===== config.mk =====
export PLATFORM = sky130hd
export DESIGN_NAME = uart_tx
export DESIGN_NICKNAME = d
export VERILOG_FILES = /design/src/rtl/uart_tx.sv
export SDC_FILE = /design/constraint.sdc
export NUM_CORES = 1
export LEC_CHECK = 0
export BUFFER_PORTS_ARGS = -buffer_cell sky130_fd_sc_hd__buf_2
export CAP_MARGIN = 20
export CORE_ASPECT_RATIO = 1.2
export CORE_MARGIN = 10
export CORE_UTILIZATION = 45
export CTS_CLUSTER_DIAMETER = 40
export DETAILED_ROUTE_END_ITERATION = 12
export PLACE_DENSITY = 0.69
export SLEW_MARGIN = 10
export SYNTH_ARGS = -nofsm -noshare
export SYNTH_HDL_FRONTEND = slang
export SYNTH_SLANG_ARGS = --single-unit

===== constraint.sdc =====
create_clock -name clk -period 6.7 [get_ports clk]
set_clock_uncertainty 0.15 [all_clocks]
set_input_delay 1.005 -clock clk [delete_from_list [all_inputs] [get_ports clk]]
set_output_delay 1.005 -clock clk [all_outputs]
set_load 0.01 [all_outputs]

===== src/rtl/uart_tx.sv =====
// uart_tx: byte-stream to asynchronous serial (8N1, or 8E1 with parity).
// Drains a FIFO read port over valid/ready and emits frames back to back
// while bytes keep arriving. Build option: define UART_TX_PARITY_EN to
// insert an even parity bit between data bit 7 and the first stop bit.
// All outputs are registered; every output register is loaded from the
// next-state values so that it lines up with the state it describes.

module uart_tx #(
    parameter int DIVISOR  = 434,
    parameter int STOPBITS = 1
) (
    input  logic       clk,
    input  logic       rst,
    input  logic [7:0] in_data,
    input  logic       in_valid,
    output logic       in_ready,
    output logic       txd,
    output logic       busy
);

    localparam int             CW        = $clog2(DIVISOR);
    localparam logic [CW-1:0]  LAST_TICK = CW'(DIVISOR - 1);
    localparam logic           LAST_STOP = 1'(STOPBITS - 1);

    generate
        if (DIVISOR < 2) begin : g_bad_divisor
            $error("uart_tx: DIVISOR must be at least 2");
        end
        if (STOPBITS != 1 && STOPBITS != 2) begin : g_bad_stopbits
            $error("uart_tx: STOPBITS must be 1 or 2");
        end
    endgenerate

    typedef enum logic [2:0] {
        IDLE,
        START,
        DATA,
`ifdef UART_TX_PARITY_EN
        PARITY,
`endif
        STOP
    } state_t;

    state_t          state;
    state_t          state_n;
    logic [CW-1:0]   cnt;
    logic [CW-1:0]   cnt_n;
    logic [2:0]      bit_idx;
    logic [2:0]      bit_n;
    logic            stop_idx;
    logic            stop_n;
    logic [7:0]      data_q;
    logic [7:0]      data_n;
    logic            txd_n;
    logic            in_ready_n;
    logic            busy_n;
    logic            accept;
    logic            last_tick;

    assign accept    = in_valid & in_ready;
    assign last_tick = (cnt == LAST_TICK);

    // State, counters, latched byte and the registered outputs.
    always_ff @(posedge clk) begin
        if (rst) begin
            state    <= IDLE;
            cnt      <= '0;
            bit_idx  <= '0;
            stop_idx <= 1'b0;
            data_q   <= '0;
            txd      <= 1'b1;
            in_ready <= 1'b0;
            busy     <= 1'b0;
        end else begin
            state    <= state_n;
            cnt      <= cnt_n;
            bit_idx  <= bit_n;
            stop_idx <= stop_n;
            data_q   <= data_n;
            txd      <= txd_n;
            in_ready <= in_ready_n;
            busy     <= busy_n;
        end
    end

    // Next-state logic: the divider reloads on every bit boundary.
    always_comb begin
        state_n = state;
        cnt_n   = cnt;
        bit_n   = bit_idx;
        stop_n  = stop_idx;
        data_n  = data_q;
        case (state)
            IDLE: begin
                cnt_n = '0;
                if (accept) begin
                    state_n = START;
                    data_n  = in_data;
                end
            end
            START: begin
                if (last_tick) begin
                    state_n = DATA;
                    cnt_n   = '0;
                    bit_n   = 3'd0;
                end else begin
                    cnt_n = cnt + CW'(1);
                end
            end
            DATA: begin
                if (last_tick) begin
                    cnt_n = '0;
                    if (bit_idx == 3'd7) begin
`ifdef UART_TX_PARITY_EN
                        state_n = PARITY;
`else
                        state_n = STOP;
`endif
                        stop_n = 1'b0;
                    end else begin
                        bit_n = bit_idx + 3'd1;
                    end
                end else begin
                    cnt_n = cnt + CW'(1);
                end
            end
`ifdef UART_TX_PARITY_EN
            PARITY: begin
                if (last_tick) begin
                    state_n = STOP;
                    cnt_n   = '0;
                    stop_n  = 1'b0;
                end else begin
                    cnt_n = cnt + CW'(1);
                end
            end
`endif
            STOP: begin
                if (last_tick) begin
                    cnt_n = '0;
                    if (stop_idx == LAST_STOP) begin
                        // A byte taken in the final stop cycle starts the
                        // next frame immediately, leaving no idle gap.
                        if (accept) begin
                            state_n = START;
                            data_n  = in_data;
                        end else begin
                            state_n = IDLE;
                        end
                    end else begin
                        stop_n = stop_idx + 1'b1;
                    end
                end else begin
                    cnt_n = cnt + CW'(1);
                end
            end
            default: begin
                state_n = IDLE;
                cnt_n   = '0;
            end
        endcase
    end

    // Output decode from the next state so the registers match it.
    always_comb begin
        txd_n      = 1'b1;
        busy_n     = (state_n != IDLE);
        in_ready_n = (state_n == IDLE) ||
                     ((state_n == STOP) && (cnt_n == LAST_TICK) && (stop_n == LAST_STOP));
        case (state_n)
            START:   txd_n = 1'b0;
            DATA:    txd_n = data_n[bit_n];
`ifdef UART_TX_PARITY_EN
            PARITY:  txd_n = ^data_n;
`endif
            default: txd_n = 1'b1;
        endcase
    end

endmodule


==> flow_summary_export.csv <==
group,metric,value,unit
status,status,"completed",
synth,yosysSeqAreaShare,38.9,%
sta,finalSetupTns,0,ns
setup_path,slowest_delay,0.61,ns
sta,drv_slew,0,
floorplan,io_pins,14,
grt,antenna_found_initial,0,
synth,ys_types,42,
floorplan,fp.coreArea,3000,sq um
setup_path,r2r_end,"txd$_SDFF_PP1_",
drt,m1WireLength,1300,um
setup_path,arrival,3.19,ns
final_layout,final_cell_mix,"nor2_1, dfxtp_1, mux2i_1",
drt,top_layer_used,"met4",
drt,num_vias,1089,
setup_path,r2r_cells,6,
drt,drt-vias-per-instance,5.45,
sta,setup_violations,0,
drt,wirelength,2910,um
min_path,hold_path_depth,1,
grt,grt_pass1_vias,1072,
placement,detailedPlace.worstSlack,3.59,ns
final_layout,drive_gt1_share,15.9,%
cts,cts_resized,0,
synth,synth.cell_area,1390,sq um
drt,drc,0,
pwr,ir_worst_vdd,0.141,mV
setup_path,critical_path_required,6.79,ns
synth,ys_warn_count,0,
drt,postRouteAntennaNets,0,
setup_path,crit_type,"reg -> reg",
synth,synthCells,154,
drt,route.met3.wl,91,um
cts,cts_setup_buffers,0,
cts,cts_tree,"yes",
grt,grt_max_degree,20,
pwr,power.density,176,nW/um^2
sta,fin_crit_sh,46.3,%
cts,clk_pin_slew_worst_paths,0.17,ns
setup_path,endpoint_kind,"flip-flop",
cts,cts.htree.levels,1,
sta,setup_slack,3.60,ns
floorplan,die_h,80.9,um
synth,avgSynthCellArea,9.02,sq um
drt,drtIter0Drc,61,
drt,wl_per_cell,14.5,um
drt,dr.pass1.iters,4,
setup_path,reg2reg_from,"cnt[3]$_SDFF_PP0_",
setup_path,path_max_fanout,8,
grt,grt_pass1_wl,4790,um
drt,dr_wl_met2,1500,um
final_layout,antenna_cells,0,
cts,cts_buffer_depth,2,
final_layout,final_nets,179,
pwr,leakage,0.656,nW
floorplan,num_rows,22,
sta,hold_violations,0,
placement,dp_hpwl,2190,um
cts,worst_skew_pair.late_latency,0.34,ns
cts,cts_buffers,3,
min_path,min_path_type,"reg -> reg",
final_layout,final_common_cell,"nor2_1",
placement,gp_congestion,0.852,
synth,syn_nets,168,
flow_run,cap_violations,0,
sta,rsz0062_at_grt,"no",
sta,slew_headroom,53.5,%
sta,min_period,3.10,ns
cts,cts_root_buffer,"clkbuf_4",
grt,grt_usage,9.91,%
setup_path,reg2reg_setup_slack,3.60,ns
final_layout,syn_to_final_growth,7.75,%
cts,clock_sinks,27,
min_path,min_to,"cnt[0]$_SDFF_PP0_",
sta,tightest_slew,0.691,ns
grt,grt-ovfl-total,0,
setup_path,slowest_stage,"mux4_1",
cts,postCtsHoldBufs,0,
sta,max_freq,0.322,GHz
min_path,min-delay-start,"cnt[0]$_SDFF_PP0_",
synth,synth_seq_cells,27,
setup_path,crit_chain,"or4b_4, or4_4, a221oi_4, mux4_1, nand3b_1, a41oi_2",
floorplan,initial_utilization,46.3,%
placement,port-buffer-count,13,
setup_path,cp-start-kind,"flip-flop",
floorplan,fp.dieArea,5720,sq um
floorplan,die_w,70.7,um
where the power goes:
| part | internal, W | switching (W) |
|---|---|---|
| Clock | 0.0000224 | 0.0000518 |
| Sequential | 0.000164 | 0.00000277 |
| Combinational | 0.0000100 | 0.0000118 |
| Total | 0.000197 | 0.0000663 |
cell usage after synthesis:
| library cell | count | area, sq um |
|---|---|---|
| and4b_1 | 1 | 10.0 |
| nor2b_1 | 2 | 12.5 |
| mux2_2 | 1 | 11.3 |
| a41oi_2 | 1 | 16.3 |
| clkbuf_1 | 7 | 26.3 |
| mux2i_1 | 15 | 150 |
| or2_2 | 1 | 6.26 |
| o21ai_1 | 1 | 5.00 |
| a22oi_1 | 2 | 15.0 |
| nor2_1 | 33 | 124 |
| o21ai_0 | 2 | 10.0 |
| nor4_1 | 1 | 6.26 |
| or3_1 | 1 | 6.26 |
| nand4_1 | 2 | 12.5 |
| nor3_1 | 2 | 10.0 |
| a21oi_1 | 3 | 15.0 |
| xnor2_1 | 4 | 35.0 |
| and3b_1 | 1 | 8.76 |
| or4b_4 | 1 | 13.8 |
| nand2_1 | 9 | 33.8 |
| mux4_1 | 1 | 26.3 |
| a2bb2oi_1 | 1 | 8.76 |
| a31o_2 | 1 | 8.76 |
| nor3b_1 | 3 | 22.5 |
| nand3b_1 | 2 | 15.0 |
| dfxtp_1 | 27 | 541 |
| a41oi_1 | 1 | 8.76 |
| a221o_1 | 1 | 10.0 |
| and3_1 | 2 | 12.5 |
| a221oi_4 | 1 | 26.3 |
| o2111ai_1 | 1 | 8.76 |
| nand2b_1 | 1 | 6.26 |
| o211ai_1 | 1 | 7.51 |
| conb_1 | 1 | 3.75 |
| a31oi_1 | 2 | 12.5 |
| or4_4 | 1 | 11.3 |
| nand3_1 | 4 | 20.0 |
| nor4_2 | 1 | 12.5 |
| ha_1 | 3 | 37.5 |
| inv_1 | 4 | 15.0 |
| buf_6 | 1 | 11.3 |
| xor2_1 | 4 | 35.0 |
sequential cells by signal (all words and copies together) (netlist names):
signal    flops
bit_idx       3
busy          1
cnt           9
data_q        8
in_ready      1
state         3
stop_idx      1
txd           1
through the flow:
step	hold WS, ns	std cells	power (W)	instance area [sq um]	util (%)
after detailed placement	0.336	196	0.000192	1470	49.0
after CTS	0.371	200	0.000263	1500	49.9
after global placement	0.317	196	0.000191	1470	49.0
final	0.365	200	0.000263	1500	49.9
after floorplan	0.291	154	0.000184	1390	-
after global routing	0.384	200	0.000272	1500	49.9
area by class of cell:
class	count	area, sq um
clock buffers	3	22.5
clock inverters	1	5.00
multi-input cells	115	796
fillers	282	1500
flip-flops and latches	27	541
inverters	4	15.0
repair buffers	14	72.6
well taps	36	45.0
worst max-delay path by stage:
stage / start / end / slack [ns] / depth (start not counted)
floorplan: cnt[3]$_SDFF_PP0_ / txd$_SDFF_PP1_ / 3.68 / 7
global placement: cnt[3]$_SDFF_PP0_ / txd$_SDFF_PP1_ / 3.61 / 6
detailed placement: cnt[3]$_SDFF_PP0_ / txd$_SDFF_PP1_ / 3.59 / 6
CTS: cnt[3]$_SDFF_PP0_ / txd$_SDFF_PP1_ / 3.58 / 6
global route: cnt[3]$_SDFF_PP0_ / txd$_SDFF_PP1_ / 3.50 / 6
finish: cnt[3]$_SDFF_PP0_ / txd$_SDFF_PP1_ / 3.60 / 6
per-layer routing:
metal / vias to the layer above / track usage [%]
li1: 560 / -
met1: 510 / 12.0
met2: 17 / 16.7
met3: 2 / 1.83
met4: 0 / 4.65
met5: - / 0
critical path, delay by kind of cell (launching register included):
family          cells  cell delay (ns)
simple gates        3             1.20
compound gates      2             0.66
flops               1             0.40
mux                 1             0.61
logic make-up after synthesis:
logic type                 count (synthesis)  synth area share (%)
DFF                                       27                  38.9
xor gates and xnor gates                   8                  5.04
and+or+nand+nor                           68                  24.8
AOI/OAI and AO/OA                         18                  11.0
adders and majority gates                  3                  2.70
other                                      1                 0.270
buffers and inverters                     12                  3.78
muxes                                     17                  13.5
No activity file was read; power rests on OpenSTA's default activity.
